`src/rtl/alu_serial_slice.sv`:
```
// Multi-cycle ALU that processes a WIDTH-bit operation SLICE bits per clock, LSB slice first.
// The carry is chained between cycles in a register. Result and flags are registered and held, with a start/busy/done handshake.
module alu_serial_slice #(
    parameter int WIDTH = 16,
    parameter int SLICE = 4
) (
    input  logic             clk,
    input  logic             rst_n,
    input  logic             start,
    input  logic [2:0]       op,
    input  logic [WIDTH-1:0] a,
    input  logic [WIDTH-1:0] b,
    input  logic             carry_in,
    output logic             busy,
    output logic             done,
    output logic [WIDTH-1:0] result,
    output logic             carry_out,
    output logic             zero,
    output logic             overflow
);

    localparam int N  = WIDTH / SLICE;
    localparam int CW = (N > 1) ? $clog2(N) : 1;
    localparam logic [CW-1:0] LAST_K = CW'(N - 1);

    localparam logic [1:0] FN_ADD = 2'b00;
    localparam logic [1:0] FN_OR  = 2'b01;
    localparam logic [1:0] FN_AND = 2'b10;

    typedef enum logic [1:0] {
        IDLE = 2'b00,
        RUN  = 2'b01,
        DONE = 2'b10
    } state_t;

    state_t           state_reg;
    logic [WIDTH-1:0] a_reg;
    logic [WIDTH-1:0] b_reg;        // holds b' (already conditionally inverted)
    logic [WIDTH-1:0] partial_reg;
    logic [1:0]       fn_reg;
    logic             inv_reg;
    logic             carry_reg;
    logic [CW-1:0]    k_reg;

    logic [SLICE-1:0] a_lo;
    logic [SLICE-1:0] b_lo;
    logic [SLICE:0]   sum;
    logic [SLICE-1:0] slice_res;
    logic             is_add;
    logic             add_carry;
    logic             add_ovf;
    logic [WIDTH-1:0] partial_next;

    assign a_lo   = a_reg[SLICE-1:0];
    assign b_lo   = b_reg[SLICE-1:0];
    assign is_add = (fn_reg == FN_ADD);
    assign sum    = {1'b0, a_lo} + {1'b0, b_lo} + {{SLICE{1'b0}}, carry_reg};

    // Signed overflow of the top bit: like-signed operands producing an opposite-signed sum.
    assign add_carry = is_add & sum[SLICE];
    assign add_ovf   = is_add & (a_lo[SLICE-1] == b_lo[SLICE-1]) & (sum[SLICE-1] != a_lo[SLICE-1]);

    // NOT with op[0]=1 yields ~b, which is exactly the latched b'.
    genvar gi;
    generate
        for (gi = 0; gi < SLICE; gi++) begin : g_bit
            assign slice_res[gi] = (fn_reg == FN_ADD) ? sum[gi]
                                 : (fn_reg == FN_OR)  ? (a_lo[gi] | b_lo[gi])
                                 : (fn_reg == FN_AND) ? (a_lo[gi] & b_lo[gi])
                                 : (inv_reg ? b_lo[gi] : ~a_lo[gi]);
        end
    endgenerate

    assign partial_next = WIDTH'({slice_res, partial_reg} >> SLICE);

    always_ff @(posedge clk or negedge rst_n) begin
        if (!rst_n) begin
            state_reg   <= IDLE;
            a_reg       <= '0;
            b_reg       <= '0;
            partial_reg <= '0;
            fn_reg      <= '0;
            inv_reg     <= 1'b0;
            carry_reg   <= 1'b0;
            k_reg       <= '0;
            busy        <= 1'b0;
            done        <= 1'b0;
            result      <= '0;
            carry_out   <= 1'b0;
            zero        <= 1'b0;
            overflow    <= 1'b0;
        end else begin
            case (state_reg)
                IDLE: begin
                    done <= 1'b0;
                    if (start) begin
                        a_reg       <= a;
                        b_reg       <= op[0] ? ~b : b;
                        fn_reg      <= op[2:1];
                        inv_reg     <= op[0];
                        carry_reg   <= (op[2:1] == FN_ADD) & carry_in;
                        k_reg       <= '0;
                        partial_reg <= '0;
                        busy        <= 1'b1;
                        state_reg   <= RUN;
                    end
                end
                RUN: begin
                    a_reg       <= a_reg >> SLICE;
                    b_reg       <= b_reg >> SLICE;
                    partial_reg <= partial_next;
                    carry_reg   <= add_carry;
                    k_reg       <= k_reg + CW'(1);
                    if (k_reg == LAST_K) begin
                        result    <= partial_next;
                        carry_out <= add_carry;
                        zero      <= (partial_next == '0);
                        overflow  <= add_ovf;
                        done      <= 1'b1;
                        state_reg <= DONE;
                    end
                end
                DONE: begin
                    done      <= 1'b0;
                    busy      <= 1'b0;
                    state_reg <= IDLE;
                end
                default: begin
                    done      <= 1'b0;
                    busy      <= 1'b0;
                    state_reg <= IDLE;
                end
            endcase
        end
    end

endmodule

```
`config.mk`:
```
export PLATFORM = sky130hd
export DESIGN_NAME = alu_serial_slice
export DESIGN_NICKNAME = d
export VERILOG_FILES = /design/src/rtl/alu_serial_slice.sv
export SDC_FILE = /design/constraint.sdc
export NUM_CORES = 1
export LEC_CHECK = 0
export ABC_AREA = 1
export ABC_CLOCK_PERIOD_IN_PS = 2000
export BUFFER_PORTS_ARGS = -buffer_cell sky130_fd_sc_hd__buf_2
export CAP_MARGIN = 20
export CORE_ASPECT_RATIO = 1.1
export CORE_UTILIZATION = 55
export DETAILED_ROUTE_END_ITERATION = 12
export GPL_TIMING_DRIVEN = 0
export PLACE_DENSITY = 0.81
export SLEW_MARGIN = 5
export SYNTH_ARGS = -nofsm -noshare
export SYNTH_HDL_FRONTEND = slang
export SYNTH_SLANG_ARGS = --single-unit
```
`constraint.sdc`:
```
create_clock -name clk -period 2 [get_ports clk]
set_input_delay 0.1 -clock clk [delete_from_list [all_inputs] [get_ports clk]]
set_output_delay 0.1 -clock clk [all_outputs]
set_load 0.005 [all_outputs]
```
; ---- Yosys cells after proc, flatten, opt, wreduce, memory -nomap -nowiden
; Cells that the tools add are included.
[totals]
latchBits = 0
n_memories = 0
rom_bits = 0
mem_bits_rw = 0
word_cells = 87
ff_bits = 77
output_inout_bits = 21
[op_classes]
mul = 0
n_lt_le_gt_ge = 0
n_div = 0
eq_ne = 8
n_shift = 0
n_addsub = 3
n_mux = 34
n_reduce_logical = 10
n_bitwise = 18
[ops]
columns = operator, count
row1 = 16-bit case mux with 2 select lines, 3
row2 = 16-bit 2-to-1 mux, 4
row3 = 1-bit 2-to-1 mux, 20
row4 = 16-bit zero test, 1
row5 = 16-bit inverter, 1
row6 = 2-bit AND reduction, 5
row7 = 1-bit bitwise AND, 8
row8 = 2-bit case mux with 2 select lines, 2
row9 = 2-bit zero test, 3
row10 = 2-bit 2-to-1 mux, 3
row11 = 4-bit by 4-bit adder with 5-bit output, 1
row12 = 5-bit by 1-bit adder with 5-bit output, 1
row13 = 1-bit inverter, 5
row14 = 2-bit by 1-bit == test with 1-bit output (second input constant), 2
row15 = 2-bit == test (second input constant), 2
row16 = 2-bit != test (second input constant), 2
row17 = 1-bit OR, 4
row18 = 1-bit case mux with 2 select lines, 2
row19 = 2-bit by 1-bit adder with 2-bit output (second input constant), 1
row20 = 2-bit nonzero test, 1
row21 = 1-bit == test, 1
row22 = 1-bit != test, 1

; ---- Longest topological paths before layout
[depth]
ltp_word = 6
mapped_depth = 13
depth_no_buf = 13

; ---- Worst setup path before layout
; No wires, ideal clock.
[synth_path]
path_kind = register to register
start = register a_reg[0]
end = register partial_reg[13]
arrival_ps = 1647
stages_incl_launch_ff = 8
setup_slack_ps = 222
synth_period_minus_slack_ps = 1778
required_time_ps = 1869
setup_time_ps = 131
path_buffers = 0
path_cell_list = dfrtp_1 > inv_1 > fa_1 > inv_1 > fa_1 > nand2_1 > a21boi_1 > o22ai_1
[synth_between]
elab_chain_len = 4
[synth_lines]
columns = item, line_no
row1 = from (decl), 37  ; logic [WIDTH-1:0] a_reg;
row2 = from (signal assigned), 109  ; a_reg <= a_reg >> SLICE;
row3 = 4-bit by 4-bit adder with 5-bit output, 57  ; assign sum = {1'b0, a_lo} + {1'b0, b_lo} + {{SLICE{1'b0}}, carry_reg};
row4 = 5-bit by 1-bit adder with 5-bit output, 57
row5 = 1-bit 2-to-1 mux, 67  ; assign slice_res[gi] = (fn_reg == FN_ADD) ? sum[gi]
row6 = 16-bit case mux with 2 select lines, 93  ; case (state_reg)
row7 = to (signal assigned), 111  ; partial_reg <= partial_next;
row8 = to (decl), 39  ; logic [WIDTH-1:0] partial_reg;
; No other way between the ends.
; A chain may end at the register's enable or synchronous reset.

; ---- Worst setup path in the final report
[layout_path]
start = register a_reg[0]
end = register zero
[layout_between]
elab_chain_len = 6
word_cells_on_any_way = 13
classes_between = 2 x add/sub / 7 x mux / 3 x bitwise / 1 x reduce/logical
[layout_lines]
columns = item, line_no
row1 = "parallel branches: the longest is 5 deep, another holds 4-bit by 4-bit adder with 5-bit output", n/a
row2 = 16-bit zero test *, 117  ; zero <= (partial_next == '0);
row3 = to (signal assigned), 117
row4 = to (decl), 18  ; output logic zero,
; Mark *: on every way between the ends.

==> summary.txt <==
STA
  – Relative max-transition margin: approximately three fifths
  – Hold Vio Cnt, Final: 0
  – Max Transition Viols Final: 0
  – Highest clock frequency the design can meet: about 530 MHz
  – Post-Route Setup TNS: 0 ns
  – Worst Clk Skew: ~0.011 ns
  – Final period demand of the worst path: about 1.9 ns
  – Finish-stage setup viols: 0
  – Worst-case setup margin in the final layout: approximately 0.12 ns
  – Final period utilization: between 90% and 100%
  – Actual slew at the worst max-slew pin: between 0.5 and 0.6 ns

Global routing
  – Pin count of the biggest net entering global routing: between 40 and 50
  – Vias in the first global route: 2826
  – Global-route usage over all layers: between 20% and 30%
  – First-pass GRT wire length: 13300 um
  – Number of antenna violations at the first check in global routing: 0
  – Overall overflow remaining after global route: 0

Drt
  – DR top layer: met4
  – Number of violations reported at the end of detailed-routing iteration 0: between 150 and 200
  – Count of TritonRoute iterations in the first routing pass: 5
  – Wire length on met2: about 3700 um
  – Drt via density: 5.36
  – Wire length the detailed router placed on met1: 3590 um
  – Via count: roughly 3000
  – DR DRC count: 0
  – Wire length on met3: about 310 um
  – Post-DR wirelength/cell: around 14 um
  – Post-detailed-route count of antenna-violating nets: 0
  – Total Wirelength: 7760 um

Logic synthesis
  – Dominant cell type by area after synthesis: sky130_fd_sc_hd__dfrtp_1
  – Most numerous cell in the Yosys netlist: sky130_fd_sc_hd__nand2_1
  – Warnings from Yosys: 0
  – Unique masters post-synth: 31
  – Synthesized instance count: 370
  – Area share of the largest cell type after synthesis: a little over half
  – Commonest cells in the netlist: 85 x sky130_fd_sc_hd__nand2_1, 73 x sky130_fd_sc_hd__dfrtp_1, 50 x sky130_fd_sc_hd__inv_1, 21 x sky130_fd_sc_hd__o221ai_1, 20 x sky130_fd_sc_hd__o21ai_0
  – Main area contributors after synthesis: sky130_fd_sc_hd__dfrtp_1 53%, sky130_fd_sc_hd__nand2_1 9.3%, sky130_fd_sc_hd__inv_1 5.5%
  – Post-synth design cell area: between 3000 and 4000 um^2
  – Post-synthesis register bit count: 73
  – Post-Synthesis Net Count: between 400 and 500
  – Number of flops mapped to enable cells by yosys: 0
  – Most common flop cell mapped by yosys: sky130_fd_sc_hd__dfrtp_1
  – Mean area per synthesized cell: 9.30 um^2
  – Sequential cell area fraction in the yosys report: a little over half
  – FFs w/ async S/R, synth: 100%

Layout
  – Final instance area: around 4300 um^2
  – Proportion of layout cells with a drive suffix above 1: approximately a quarter
  – Fin nets: around 500
  – Antenna diode count: 0
  – Post-synthesis to final-layout area growth: 24.4%
  – # fillers: around 470

Power
  – Leakage power: 2.12 nW
  – Cell area power density: 1590 nW/um^2
  – IR drop worst, VDD: approximately 0.75 mV

Clock network
  – H-tree depth: 3
  – Clock input transition at the sequential cells of the worst setup and hold paths: about 0.080 ns
  – Root Buffer: sky130_fd_sc_hd__clkbuf_8
  – Number of clock buffers inserted by TritonCTS: 9
  – Worst-case clock buffer depth: 2
  – Clock tree from TritonCTS: yes
  – Num Clock Sinks: 73
  – Worst skew pair latency: around 0.36 ns

Setup path
  – Largest driver fanout on the critical path: 4
  – WP buf/inv: 3
  – Cells traversed along the worst timing path: inv_2 -> fa_2 -> inv_2 -> fa_2 -> inv_1 -> nand2_1 -> nand3_1 -> nand2_2 -> nor2_4 -> nand2_1 -> nor2_1 -> nand3_1 -> nand2_1
  – Data required time at the worst endpoint: 2.29 ns
  – Cell at the slowest stage of the critical path: sky130_fd_sc_hd__dfrtp_1
  – WP data arrival: around 2.2 ns
  – Crit-path max cell delay: 0.40 ns
  – Top cell family by delay on the critical path: simple AND/OR/NAND/NOR gates
  – Critical path startpoint category: register
  – Kind of critical path: reg2reg
  – Cell type with the highest occurrence count on the critical path: sky130_fd_sc_hd__nand2_1
  – Crit end category: register

Job
  – Max_cap viols: 0

Floorplanning
  – Horizontal die dimension: just under 80 um
  – Total core area: 5910 um^2
  – Die height: roughly 85 um
  – Ports: 60
  – Number of standard-cell rows in the floorplan: 29
  – Die area: 6570 um^2
  – Initial Utilization: about 58%

Placed design
  – Post-detailed-placement half-perimeter wirelength: 5430 um
  – IO Port Bufs: 58
  – Worst Setup Slack post-DPL: -0.0323 ns
  – Instance area after placement: 3850 um^2
  – Routability cong.: ~0.93

Status
  – Status: finished, final reports clean

Min path
  – Classification of the worst-slack hold path: in2reg
==> through the flow <==
step / util, % / cells / power [mW] / hold WS (ns)
after global placement: 64.7 / 505 / 5.38 / 0.308
after CTS: 71.5 / 541 / 6.64 / 0.00821
after detailed placement: 65.1 / 506 / 5.53 / 0.0565
after global routing: 72.4 / 546 / 7.35 / 0.0538
after floorplan: - / 370 / 4.58 / -0.196
final: 72.4 / 546 / 6.79 / 0.0173
==> worst min-delay path, cell delays in order <==
cell	delay, ns
sky130_fd_sc_hd__buf_2	0.08
sky130_fd_sc_hd__xnor2_1	0.10
sky130_fd_sc_hd__o21ai_1	0.05
==> placed cells by master (no fill, tap or decap), types with 13 or more instances in the layout <==
cell / netlist / layout
sky130_fd_sc_hd__nand2_1: 85 / 84
sky130_fd_sc_hd__dfrtp_1: 73 / 73
sky130_fd_sc_hd__buf_2: 11 / 68
sky130_fd_sc_hd__inv_1: 50 / 47
sky130_fd_sc_hd__o221ai_1: 21 / 21
sky130_fd_sc_hd__o21ai_0: 20 / 20
sky130_fd_sc_hd__dlygate4sd3_1: 0 / 19
sky130_fd_sc_hd__nand3_1: 18 / 18
sky130_fd_sc_hd__xnor2_1: 16 / 16
sky130_fd_sc_hd__o22ai_1: 13 / 13
==> routing by layer <==
metal | vias up | track usage [%]
met2 | 95 | 41.8
met3 | 12 | 3.44
li1 | 1405 | -
met4 | 0 | 13.2
met5 | - | 0
met1 | 1413 | 35.0
==> final cells by class <==
class | count | area, um^2 | area share, %
Buffer | 17 | 92.6 | 2.16
Clock buffer | 9 | 124 | 2.89
Sequential cell | 73 | 1830 | 42.7
Clock inverter | 7 | 56.3 | 1.32
Tap cell | 77 | 96.3 | 2.25
Inverter | 54 | 203 | 4.74
Multi-Input combinational cell | 226 | 1340 | 31.3
Timing Repair Buffer | 83 | 541 | 12.6
==> logic make-up (layout without fill, tap and decap cells) <==
logic type	count (synthesis)	in the layout	share of synthesized area [%]
compound gates	75	75	14.5
xor+xnor	16	16	4.07
fa+ha+maj	11	11	4.44
buf+inv	71	170	8.58
flops	73	73	53.1
simple gates	124	124	15.3
==> power by group <==
group	switching, mW	total (mW)	internal (mW)
Combinational	1.99	3.27	1.28
Clock	0.599	1.06	0.459
Sequential	0.339	2.46	2.12
==> final timing paths <==
| path | slack (ns) | startpoint | end | cells past startpoint |
|---|---|---|---|---|
| max | 0.12 | a_reg[0]$_DFFE_PN0P_ | zero$_DFFE_PN0P_ | 13 |
| min | 0.02 | b[13] | b_reg[13]$_DFFE_PN0P_ | 3 |
| max reg2reg | 0.12 | a_reg[0]$_DFFE_PN0P_ | zero$_DFFE_PN0P_ | 13 |
| min reg2reg | 0.48 | zero$_DFFE_PN0P_ | zero$_DFFE_PN0P_ | 2 |
| max in group asynchronous | 1.22 | rst_n | b_reg[1]$_DFFE_PN0P_ | 3 |
| min in group asynchronous | 0.22 | rst_n | a_reg[14]$_DFFE_PN0P_ | 2 |
==> repair_timing <==
| action | in CTS | in global routing |
|---|---|---|
| setup endpoints to repair | 3 | 1 |
| hold buffers | 19 | 0 |
| buffers inserted | 0 | 5 |
| gates resized for setup | 3 | 6 |
| pin swaps | 0 | 3 |
| gates cloned | 0 | 0 |
| endpoints found under the hold margin | 48 | 0 |
(Power assumes the default switching activity.)
